[config.mk]
export PLATFORM = sky130hd
export DESIGN_NAME = cpu_alu_arbiter
export DESIGN_NICKNAME = d
export VERILOG_FILES = /design/src/rtl/cpu_alu_arb_pkg.sv /design/src/rtl/cpu_instr_pkg.sv /design/src/rtl/cpu_alu.sv /design/src/rtl/cpu_alu_arb_rr_picker.sv /design/src/rtl/cpu_alu_arbiter.sv
export SDC_FILE = /design/constraint.sdc
export NUM_CORES = 1
export LEC_CHECK = 0
export CAP_MARGIN = 20
export CORE_MARGIN = 4
export CORE_UTILIZATION = 38
export CTS_CLUSTER_DIAMETER = 120
export CTS_CLUSTER_SIZE = 30
export DETAILED_ROUTE_END_ITERATION = 12
export RECOVER_POWER = 50
export SYNTH_ARGS = -nofsm -noshare
export SYNTH_HDL_FRONTEND = slang
export SYNTH_HIERARCHICAL = 1
export SYNTH_SLANG_ARGS = --single-unit
[constraint.sdc]
create_clock -name clk -period 8.2 [get_ports clk]
set_clock_uncertainty 0.2 [all_clocks]
set_input_delay 0.82 -clock clk [delete_from_list [all_inputs] [get_ports clk]]
set_output_delay 0.82 -clock clk [all_outputs]
set_load 0.01 [all_outputs]
[src/rtl/cpu_alu_arb_pkg.sv]
// Shared types and limits for the ALU arbiter.
// No logic; pure declarations.
// Not applicable: no handshakes here.
package cpu_alu_arb_pkg;

  // Response slot occupancy.
  typedef enum logic {
    ARB_IDLE = 1'b0,
    ARB_FULL = 1'b1
  } arb_state_t;

  // Largest requester count the picker and ID width are sized for.
  localparam int ARB_MAX_REQ = 4;

endpackage

[src/rtl/cpu_instr_pkg.sv]
// Instruction field encodings (funct3 operation / funct7 modifier) shared by the ALU and its users.
// No logic; pure declarations.
// Not applicable: no handshakes here.
package cpu_instr_pkg;

  localparam logic [2:0] OP_ADD  = 3'd0;  // ADD / SUB selected by modifier
  localparam logic [2:0] OP_SLL  = 3'd1;
  localparam logic [2:0] OP_SLT  = 3'd2;
  localparam logic [2:0] OP_SLTU = 3'd3;
  localparam logic [2:0] OP_XOR  = 3'd4;
  localparam logic [2:0] OP_SR   = 3'd5;  // SRL / SRA selected by modifier
  localparam logic [2:0] OP_OR   = 3'd6;
  localparam logic [2:0] OP_AND  = 3'd7;

  localparam logic [6:0] MOD_BASE = 7'h00;
  localparam logic [6:0] MOD_ALT  = 7'h20;

endpackage

[src/rtl/cpu_alu.sv]
// Combinational integer ALU: funct3 operation with funct7 modifier for ADD/SUB and SRL/SRA.
// Latency: zero cycles (pure combinational).
// Backpressure: none; output follows inputs.
module cpu_alu
  import cpu_instr_pkg::*;
(
  input  logic [2:0]  operation,
  input  logic [6:0]  mod,
  input  logic [31:0] operand_a,
  input  logic [31:0] operand_b,
  output logic [31:0] result,
  output logic        invalid_opcode
);

  logic [4:0] shamt;
  assign shamt = operand_b[4:0];

  // Decode the operation; unknown modifiers on ADD/SR flag invalid and force a zero result.
  always_comb begin
    result         = '0;
    invalid_opcode = 1'b0;
    case (operation)
      OP_ADD: begin
        if (mod == MOD_BASE)     result = operand_a + operand_b;
        else if (mod == MOD_ALT) result = operand_a - operand_b;
        else                     invalid_opcode = 1'b1;
      end
      OP_SLL:  result = operand_a << shamt;
      OP_SLT:  result = {31'b0, $signed(operand_a) < $signed(operand_b)};
      OP_SLTU: result = {31'b0, operand_a < operand_b};
      OP_XOR:  result = operand_a ^ operand_b;
      OP_SR: begin
        if (mod == MOD_BASE)     result = operand_a >> shamt;
        else if (mod == MOD_ALT) result = 32'($signed(operand_a) >>> shamt);
        else                     invalid_opcode = 1'b1;
      end
      OP_OR:   result = operand_a | operand_b;
      OP_AND:  result = operand_a & operand_b;
      default: result = '0;
    endcase
  end

endmodule

[src/rtl/cpu_alu_arb_rr_picker.sv]
// Round-robin picker: first asserted request at or after rr_ptr, wrapping modulo NUM_REQ.
// Latency: zero cycles (pure combinational).
// Backpressure: none; the caller gates the grant with slot availability.
module cpu_alu_arb_rr_picker #(
  parameter int NUM_REQ = 2,
  parameter int ID_W    = $clog2(NUM_REQ)
) (
  input  logic [NUM_REQ-1:0] req_valid,
  input  logic [ID_W-1:0]    rr_ptr,
  output logic [NUM_REQ-1:0] grant,
  output logic [ID_W-1:0]    grant_idx
);

  logic found;
  int   cand;

  // Walk candidates in priority order starting at rr_ptr; take the first valid one.
  always_comb begin
    found     = 1'b0;
    cand      = 0;
    grant_idx = '0;
    for (int k = 0; k < NUM_REQ; k++) begin
      cand = int'(rr_ptr) + k;
      if (cand >= NUM_REQ) cand = cand - NUM_REQ;
      for (int j = 0; j < NUM_REQ; j++) begin
        if (!found && req_valid[j] && (cand == j)) begin
          found     = 1'b1;
          grant_idx = ID_W'(j);
        end
      end
    end
  end

  // Expand the encoded winner to one-hot; all zero when nobody requests.
  always_comb begin
    grant = '0;
    for (int j = 0; j < NUM_REQ; j++) begin
      grant[j] = found && (grant_idx == ID_W'(j));
    end
  end

endmodule

[src/rtl/cpu_alu_arbiter.sv]
// Shares one cpu_alu between NUM_REQ requesters (round robin); optional counters under CPU_ALU_ARB_STATS_EN.
// Latency: accept at edge N -> registered response valid from edge N (visible during cycle N+1).
// Backpressure: a full slot with rsp_ready low drops every req_ready; consume+accept reloads with no bubble.
module cpu_alu_arbiter
  import cpu_alu_arb_pkg::*;
#(
  parameter int NUM_REQ = 2,
  parameter int ID_W    = $clog2(NUM_REQ)
) (
  input  logic                  clk,
  input  logic                  rst_n,
  input  logic [NUM_REQ-1:0]    req_valid,
  output logic [NUM_REQ-1:0]    req_ready,
  input  logic [3*NUM_REQ-1:0]  req_operation,
  input  logic [7*NUM_REQ-1:0]  req_mod,
  input  logic [32*NUM_REQ-1:0] req_operand_a,
  input  logic [32*NUM_REQ-1:0] req_operand_b,
  output logic                  rsp_valid,
  input  logic                  rsp_ready,
  output logic [ID_W-1:0]       rsp_id,
  output logic [31:0]           rsp_result,
  output logic                  rsp_invalid_opcode
`ifdef CPU_ALU_ARB_STATS_EN
  ,
  output logic [31:0]           stat_accepts,
  output logic [31:0]           stat_invalid
`endif
);

  if (NUM_REQ < 2 || NUM_REQ > ARB_MAX_REQ) begin : g_bad_cfg
    $error("cpu_alu_arbiter: NUM_REQ must be 2..4");
  end

  arb_state_t          state_q, state_d;
  logic                live_q;
  logic [ID_W-1:0]     rr_ptr_q;
  logic [ID_W-1:0]     rr_ptr_next;
  logic [NUM_REQ-1:0]  grant;
  logic [ID_W-1:0]     grant_idx;
  logic                slot_free;
  logic                accept;

  logic [2:0]          alu_operation;
  logic [6:0]          alu_mod;
  logic [31:0]         alu_a;
  logic [31:0]         alu_b;
  logic [31:0]         alu_result;
  logic                alu_invalid;

  cpu_alu_arb_rr_picker #(
    .NUM_REQ (NUM_REQ),
    .ID_W    (ID_W)
  ) u_picker (
    .req_valid (req_valid),
    .rr_ptr    (rr_ptr_q),
    .grant     (grant),
    .grant_idx (grant_idx)
  );

  // live_q keeps grants off until the first edge after reset release, so no
  // request can be accepted against a clock edge that overlaps the release.
  assign slot_free   = (state_q == ARB_IDLE) | rsp_ready;
  assign req_ready   = (live_q & slot_free) ? grant : '0;
  assign accept      = |req_ready;
  assign rsp_valid   = (state_q == ARB_FULL);
  assign rr_ptr_next = (grant_idx == ID_W'(NUM_REQ - 1)) ? '0 : grant_idx + ID_W'(1);

  // Route the winning requester's slices to the shared ALU.
  always_comb begin
    alu_operation = req_operation[2:0];
    alu_mod       = req_mod[6:0];
    alu_a         = req_operand_a[31:0];
    alu_b         = req_operand_b[31:0];
    for (int i = 1; i < NUM_REQ; i++) begin
      if (grant_idx == ID_W'(i)) begin
        alu_operation = req_operation[3*i +: 3];
        alu_mod       = req_mod[7*i +: 7];
        alu_a         = req_operand_a[32*i +: 32];
        alu_b         = req_operand_b[32*i +: 32];
      end
    end
  end

  cpu_alu u_alu (
    .operation      (alu_operation),
    .mod            (alu_mod),
    .operand_a      (alu_a),
    .operand_b      (alu_b),
    .result         (alu_result),
    .invalid_opcode (alu_invalid)
  );

  // Slot occupancy: fill on accept, empty on a consume that is not refilled.
  always_comb begin
    state_d = state_q;
    case (state_q)
      ARB_IDLE: if (accept) state_d = ARB_FULL;
      ARB_FULL: if (rsp_ready && !accept) state_d = ARB_IDLE;
      default:  state_d = ARB_IDLE;
    endcase
  end

  // State register and post-reset grant enable.
  always_ff @(posedge clk or negedge rst_n) begin
    if (!rst_n) begin
      state_q <= ARB_IDLE;
      live_q  <= 1'b0;
    end else begin
      state_q <= state_d;
      live_q  <= 1'b1;
    end
  end

  // Response slot and round-robin pointer load only on accept; they hold otherwise.
  always_ff @(posedge clk or negedge rst_n) begin
    if (!rst_n) begin
      rsp_result         <= '0;
      rsp_invalid_opcode <= 1'b0;
      rsp_id             <= '0;
      rr_ptr_q           <= '0;
    end else if (accept) begin
      rsp_result         <= alu_result;
      rsp_invalid_opcode <= alu_invalid;
      rsp_id             <= grant_idx;
      rr_ptr_q           <= rr_ptr_next;
    end
  end

`ifdef CPU_ALU_ARB_STATS_EN
  // Free-running accept and invalid-opcode counters; wrap naturally at 2^32.
  always_ff @(posedge clk or negedge rst_n) begin
    if (!rst_n) begin
      stat_accepts <= '0;
      stat_invalid <= '0;
    end else if (accept) begin
      stat_accepts <= stat_accepts + 32'd1;
      if (alu_invalid) stat_invalid <= stat_invalid + 32'd1;
    end
  end
`endif

endmodule

==> results.ini, run 1 <==
[worst_setup_path]
crit_fanout=42
r2r_slack_ns=2.79
crit_end=rsp_result[31]
cp-end-kind=flip-flop
timing.rr.start=rr_ptr_q
cp_slowest_cell=a211oi_1
reg2reg_to=rsp_result[31]
path_cells=clkdlybuf4s50_1, a21boi_4, buf_12, mux2_4, inv_1, ha_1, o21bai_1, nand3_1, nand2_1, a211oi_1, a31oi_1, a41oi_1, or4b_1, a41oi_1, mux2_2
startpoint=req_valid[1]
crit_top_cell=a41oi_1
crit_required_ns=8.23
startpoint_type=input port
worstSetupPathType=input port to flip-flop
cp.arrival_ns=6.06
slowest_delay_ns=0.67
worst-r2r-cell-count=15

[pwr]
p_sw_share_pct=53.17
p_int_mw=1.245
power.leakage_nw=5.651
p_per_area_nw_per_um2=192.8
peakVddDrop_uv=99.20
pwr-share-clk_pct=8.7
p_comb_share_pct=79.8
power.switching_mw=1.414
total_power_mw=2.659
p_seq_share_pct=11.5

[layout]
final_cell_mix=nor2_1 (211), clkdlybuf4s50_1 (170), a21oi_1 (164)
syn2layout_area_growth_pct=19.81
layout-drive-gt1-share_pct=13.39
fill_cells=3072
nNetsFinal=1924
antenna_cells=0
final-seq-area_um2=925.9
final_area_um2=13790
fin_cells=2063
mostFrequentLayoutCell=nor2_1
multi_input_area_um2=9669
fin_util_pct=46.27

[logic_synthesis]
postSynthCellCount=1574
netlist_area_um2=11510
ys_ff_latch=37
synthDistinctLibCells=85
synth_top_area_share_pct=11.84
synth_nets=1826
ys_warn_count=6
synth_async_sr_flop_share_pct=100.0
yosysTopAreaCell=mux2_2
syn_avg_cell_area_um2=7.311
synthTopCellsByArea=mux2_2 (12%), ha_1 (11%), dfrtp_1 (8.0%), mux4_2 (7.6%), a21oi_1 (7.1%)
synth_top_flop_cell=dfrtp_1
ys_seq_area_share_pct=8.046
synth_edf_count=0

[cts]
clk_transition_reported_paths_ns=0.06
clkLatencyLatePin_ns=0.30
htree_levels=2
cts_made_buffers=5
cts_tree=yes
cts.path.max_buffers=2
cts_hold_buf=0
ctsResizeCount=0
cts_root_buffer=clkbuf_16
post_cts_buffers=0
clock_sinks=37

[timing]
min_period_ns=6.024
grt_setup_unrepaired=false
fin_tns_setup_ns=0
finalMaxSlewViolations=38
final-setup-viol-count=0
max_freq_mhz=166.0
finalCritPeriodShare_pct=73.47
maxSlewHeadroom_pct=-50.72
holdWs_ns=0.2979
final_hold_viol_count=0
setup_ws_ns=2.176
tightest_slew_ns=2.261

[route]
route.detailed.drc=0
drt_wl_total_um=54660
wl_per_cell_um=26.50
via_per_inst=6.519
drt-initial-drc-count=2113
routed-via-count=13450
drtAntennaViolNets=0
firstDrtPassIters=6

[outcome]
violations=max-capacitance violations, max-slew violations
status=complete, but fails checks

[placement]
portBuffers=189
place_ws_ns=1.894
post-place-cells=2055
hpwl_um=42520
place_congestion=1.024
placed_area_um2=13620

[grt]
grt_pass1_wl_um=80080
grt_pass1_vias=12170
grt_start_max_net_pins=77
antenna_found_initial=0
grt_use_total_pct=31.10
overflow=0

[job]
cap_violations=1

[floorplan]
rows=63
core_area_um2=29800
io_pins=190
die_w_um=182.0
dieArea_um2=33130
die_height_um=182.0
start_util_pct=38.62

[hold_path]
worstHoldPathType=flip-flop to flip-flop

[layer usage]
metal	up-vias	routed length, µm	GRT usage, %
met2	865	23700	47.29
met1	6474	23040	44.42
met5	-	0	0
li1	6000	-	-
met4	0	2442	11.92
met3	110	5486	4.487
[worst min-delay path by stage]
stage,startpoint,end,depth (start not counted)
4_1_cts,rsp_result[15],rsp_result[15],1
3_5_place_dp,rsp_result[12],rsp_result[12],1
3_3_place_gp,rsp_result[8],rsp_result[8],1
2_1_floorplan,rst_n,live_q,0
6_report,rsp_result[15],rsp_result[15],1
5_1_grt,rsp_result[9],rsp_result[9],1
[Yosys cell counts, drive strengths merged, types with 4 or more instances]
cell type  instances
a41oi              5
ha                97
nor4               8
and3               9
dfrtp             37
o311a              4
a211oi            30
o311ai             7
mux2i             45
nand3             26
mux2             121
nand2b            10
o31ai             14
a211o             25
nor3              36
a311oi             9
a31oi             18
a221oi            14
a21boi             9
a2111oi            4
buf               45
o21ai            109
o2111ai            4
a32oi              6
nor2b              7
inv              101
clkbuf            86
a21oi            164
o21bai            20
nor2             212
o211ai            18
o21a               6
o22ai             24
o221ai             4
mux4              39
and2               8
or3               10
nand3b             4
xnor2             24
a21o              16
nand2             83
[cell type report]
| cell class | count | area share [%] |
|---|---|---|
| multi-input cells | 1302 | 70.13 |
| repair buffers | 222 | 15.54 |
| flip-flops and latches | 37 | 6.716 |
| well taps | 390 | 3.539 |
| inverters | 104 | 2.831 |
| clock buffers | 5 | 0.9075 |
| clock inverters | 3 | 0.3358 |
[flip-flops by register name (all words and copies together) (netlist names)]
| name | cells |
|---|---|
| rr_ptr_q | 1 |
| rsp_invalid_opcode | 1 |
| live_q | 1 |
| rsp_valid | 1 |
| rsp_result | 32 |
| rsp_id | 1 |
[logic make-up (layout without fill, tap and decap cells)]
group	Yosys count	count (layout)	synth area share, %
flip-flops	37	37	8.046
adder cells (fa/ha/maj)	99	99	10.89
buffers and inverters	235	334	8.264
other	1	1	0.03259
XOR/XNOR	27	27	2.055
multiplexers	205	205	23.39
AO/OA/AOI/OAI	539	539	30.60
AND/OR/NAND/NOR	431	431	16.72
[power by group through the flow]
stage	logic (mW)	registers [mW]	clock network (mW)
detailed placement	2.07	0.309	0
CTS	2.08	0.306	0.235
global placement	2.08	0.306	0
floorplan	1.28	0.334	0
finish	2.12	0.305	0.232
global route	2.25	0.313	0.241
[worst max-delay path: cells and delay by family]
family	cells	cell delay (ns)
buffers and inverters	3	1.07
adders and majority gates	1	0.40
AOI/OAI and AO/OA	6	2.24
and+or+nand+nor	3	0.68
muxes	2	0.75
Note: power is estimated with default switching activity, not from simulation.
==> run 2, diff against run 1 <==
clock period = 6.1 ns   (was 8.2 ns; I/O delays follow)
==> results.ini, run 2 (synthesis gave the netlist of run 1 again) <==
[placement]
place_ws_ns=0.5151
post-place-cells=2077
place_congestion=1.025
hpwl_um=42840
portBuffers=189

[hold_path]
hp-start=rsp_result[8]
min_to=rsp_result[8]
worstHoldPathType=flip-flop to flip-flop
hold_path_depth=1

[layout]
final_cell_mix=nor2_1 (211), clkdlybuf4s50_1 (170), a21oi_1 (164)
largest_register=rsp_result
final-seq-area_um2=925.9
layout-drive-gt1-share_pct=14.57
antenna_cells=0
mostFrequentLayoutCell=nor2_1
fill_cells=3059
largest_register_ffs=32
multi_input_area_um2=9661
nNetsFinal=1946
fin_cells=2085
syn2layout_area_growth_pct=21.65

[cts]
clock_sinks=37
ctsResizeCount=0
post_cts_buffers=0
cts_hold_buf=0
cts_root_buffer=clkbuf_16
cts_tree=yes
cts_made_buffers=5
clk_transition_reported_paths_ns=0.07
cts.path.max_buffers=2
htree_levels=2
clkLatencyLatePin_ns=0.29

[job]
cap_violations=1

[route]
routed-via-count=13480
drtAntennaViolNets=0
route.detailed.drc=0
firstDrtPassIters=6
drt-initial-drc-count=1827
via_per_inst=6.467
wl_per_cell_um=26.40
drt_wl_total_um=55030

[floorplan]
start_util_pct=38.62
core_area_um2=29800
io_pins=190
rows=63
die_w_um=182.0
dieArea_um2=33130
die_height_um=182.0

[worst_setup_path]
worst-r2r-cell-count=16
startpoint_type=input port
cp.arrival_ns=5.39
path_cells=clkdlybuf4s50_1, a21boi_4, buf_12, mux2_2, inv_1, ha_1, nor3_1, nand2_1, nor3_1, a32oi_4, o21ai_0, a31o_2, a211oi_1, or4b_1, and4b_1, mux2_2
path_depth=16
crit_required_ns=6.08
timing.rr.start=rr_ptr_q
slowest_delay_ns=0.52
cp_slowest_cell=clkdlybuf4s50_1
worstSetupPathType=input port to flip-flop
crit_buf_inv=3
crit_fanout=32
r2r_slack_ns=1.13
cp-end-kind=flip-flop
reg2reg_to=rsp_result[28]
critPathTopFamily=simple AND/OR/NAND/NOR gates

[timing]
tightest_slew_ns=2.274
fin_tns_setup_ns=0
grt_setup_unrepaired=false
finalMaxSlewViolations=38
min_period_ns=5.401
maxSlewHeadroom_pct=-51.59
final-setup-viol-count=0
finalCritPeriodShare_pct=88.54
final_hold_viol_count=0
max_freq_mhz=185.1
setup_ws_ns=0.6988

[outcome]
violations=max-capacitance violations, max-slew violations
status=complete, but fails checks

[grt]
grt_pass1_wl_um=80510
grt_pass1_vias=12440
antenna_found_initial=0
grt_start_max_net_pins=85
overflow=0
grt_use_total_pct=31.38

[pwr]
total_power_mw=3.666
power.leakage_nw=5.786
p_per_area_nw_per_um2=261.9
peakVddDrop_uv=114.3

run 2: worst max path at each step:
stage / endpoint / from
after global placement: rsp_result[28] / req_valid[1]
after floorplan: rsp_result[28] / req_valid[1]
after CTS: rsp_result[28] / req_valid[1]
final: rsp_result[28] / req_valid[1]
after detailed placement: rsp_result[28] / req_valid[1]
after global routing: rsp_result[28] / req_valid[1]
run 2: cell type report:
| cell class | instances | area share [%] |
|---|---|---|
| well taps | 390 | 3.486 |
| flip-flops and latches | 37 | 6.614 |
| inverters | 104 | 2.789 |
| multi-input cells | 1302 | 69.01 |
| clock inverters | 3 | 0.4916 |
| clock buffers | 5 | 0.8938 |
| repair buffers | 244 | 16.71 |
run 2: report_power, final:
group          switching [mW]  total (mW)  internal, mW  leakage (nW)
logic                    1.74        2.90          1.17          5.22
registers              0.0567       0.405         0.348         0.471
clock network           0.122       0.359         0.236        0.0944
run 2: layer usage:
metal | wire, µm | global-route usage [%] | vias up
met2 | 24150 | 49.11 | 929
met4 | 2773 | 13.57 | 0
met1 | 22220 | 42.45 | 6364
li1 | - | - | 6063
met3 | 5886 | 5.509 | 127
met5 | 0 | 0 | -
run 2: through the flow:
step                      utilization (%)  area (µm²)  hold slack, ns
after global routing                46.98       14000          0.3226
after floorplan                         -       11510          0.1144
after detailed placement            46.33       13810          0.2927
final                               46.98       14000          0.2980
after global placement              46.30       13790          0.2866
after CTS                           46.99       14000          0.2926
==> run 3, diff against run 2 <==
CELL_PAD_IN_SITES_DETAIL_PLACEMENT = 0   (was not set)
CELL_PAD_IN_SITES_GLOBAL_PLACEMENT = 2   (was not set)
CORE_UTILIZATION = 32   (was 38)
PLACE_DENSITY_LB_ADDON = 0.1   (was not set)
==> results.ini, run 3 (synthesis gave the netlist of run 1 again) <==
[timing]
tightest_slew_ns=2.084
fin_tns_setup_ns=0
finalCritPeriodShare_pct=90.82
holdWs_ns=0.2955
grt_setup_unrepaired=false
final-setup-viol-count=0
min_period_ns=5.540
maxSlewHeadroom_pct=-38.94
max_freq_mhz=180.5
final_hold_viol_count=0
finalMaxSlewViolations=38
setup_ws_ns=0.5599

[route]
via_per_inst=6.107
drtAntennaViolNets=0
route.detailed.drc=0
routed-via-count=13140
drt_wl_total_um=56240
firstDrtPassIters=5
wl_per_cell_um=26.13
drt-initial-drc-count=1581

[pwr]
p_per_area_nw_per_um2=260.5
power.leakage_nw=5.768
total_power_mw=3.663
pwr-share-clk_pct=9.5
p_comb_share_pct=79.2
power.switching_mw=1.920
p_seq_share_pct=11.3
peakVddDrop_uv=188.9
p_sw_share_pct=52.41
p_int_mw=1.743

[hold_path]
worstHoldPathType=flip-flop to flip-flop

[worst_setup_path]
startpoint_type=input port
worst-r2r-cell-count=16
slowest_delay_ns=0.52
path_depth=16
crit_required_ns=6.13
cp.arrival_ns=5.57
cp_slowest_cell=clkdlybuf4s50_1
crit_fanout=53
crit_end=rsp_result[29]
cp-end-kind=flip-flop
path_cells=clkdlybuf4s50_1, a21boi_4, buf_12, mux2_2, inv_1, ha_1, inv_1, a21oi_1, o31ai_1, o31ai_1, a31oi_1, nand3_1, a32oi_1, mux2_2, a311oi_1, mux2_2
timing.rr.start=rr_ptr_q
critPathTopFamily=compound AO/OA/AOI/OAI gates
startpoint=req_valid[1]
r2r_slack_ns=0.99
worstSetupPathType=input port to flip-flop
crit_buf_inv=4
crit_top_cell=mux2_2
reg2reg_to=rsp_result[29]

[cts]
cts_root_buffer=clkbuf_16
clock_sinks=37
cts.path.max_buffers=2
cts_hold_buf=0
clk_transition_reported_paths_ns=0.06
post_cts_buffers=0
cts_made_buffers=5
clkLatencyLatePin_ns=0.29
ctsResizeCount=0
htree_levels=2
cts_tree=yes

[grt]
overflow=0
grt_start_max_net_pins=85
antenna_found_initial=2
grt_use_total_pct=27.39
grt_pass1_vias=12340
grt_pass1_wl_um=81630

[floorplan]
start_util_pct=32.43
rows=69
die_w_um=197.6
die_height_um=197.6
dieArea_um2=39060
io_pins=190
core_area_um2=35480

[outcome]
status=complete, but fails checks
violations=max-capacitance violations, max-slew violations

[placement]
hpwl_um=44250
place_ws_ns=0.3227
portBuffers=189
place_congestion=0.9569

[layout]
nNetsFinal=1942
fill_cells=3796
syn2layout_area_growth_pct=22.21
largest_register=rsp_result
layout-drive-gt1-share_pct=14.31
antenna_cells=0
largest_register_ffs=32
mostFrequentLayoutCell=nor2_1
final_cell_mix=nor2_1 (211), clkdlybuf4s50_1 (170), a21oi_1 (164)

[job]
cap_violations=1

run 3: power groups by stage:
stage | Sequential [mW] | Combinational, mW | Clock [mW]
CTS | 0.415 | 2.87 | 0.354
floorplan | 0.449 | 1.73 | 0
global placement | 0.417 | 2.87 | 0
finish | 0.414 | 2.90 | 0.348
global route | 0.427 | 3.10 | 0.360
detailed placement | 0.421 | 2.86 | 0
run 3: how the worst min path moves through the flow:
stage / from / endpoint / slack (ns) / depth (start not counted)
CTS: rst_n / rsp_result[6] / 0.27 / 1
global route: rsp_result[9] / rsp_result[9] / 0.32 / 1
global placement: rsp_result[13] / rsp_result[13] / 0.29 / 1
detailed placement: rsp_result[4] / rsp_result[4] / 0.30 / 1
floorplan: rst_n / live_q / 0.11 / 0
finish: rsp_result[4] / rsp_result[4] / 0.30 / 1
run 3: layout make-up:
type	instances	area, µm²	share of cell area (%)
sequential	37	925.9	6.584
inverter	104	390.4	2.776
clock buffer	5	125.1	0.8897
timing repair buffer	240	2318	16.49
clock inverter	3	68.82	0.4893
multi-input combinational	1302	9658	68.67
tap	461	576.8	4.101
run 3: worst reg2reg max path, stage by stage (launching register included):
cell and delay [ns]:
dfrtp_1 0.37, inv_1 0.09, a21boi_4 0.21, buf_12 0.27, mux2_2 0.56, inv_1 0.09
ha_1 0.33, inv_1 0.23, a21oi_1 0.20, o31ai_1 0.46, o31ai_1 0.16, a31oi_1 0.38
nand3_1 0.15, a32oi_1 0.31, mux2_2 0.37, a311oi_1 0.42, mux2_2 0.24
run 3: per-stage QoR:
| step | area, µm² | instances | util, % |
|---|---|---|---|
| 2_1_floorplan | 11510 | 1574 | - |
| 3_3_place_gp | 13870 | 2144 | 39.09 |
| 3_5_place_dp | 13870 | 2144 | 39.09 |
| 4_1_cts | 14060 | 2152 | 39.64 |
| 5_1_grt | 14060 | 2152 | 39.63 |
| 6_report | 14060 | 2152 | 39.63 |
run 3: layer usage:
layer  part of all wire (%)  GRT usage [%]  routed length [µm]
met1                     48          41.73               26770
met5                  0.032              0                  18
met3                    8.3          4.469                4657
met2                     42          40.30               23420
met4                    2.4          6.274                1370
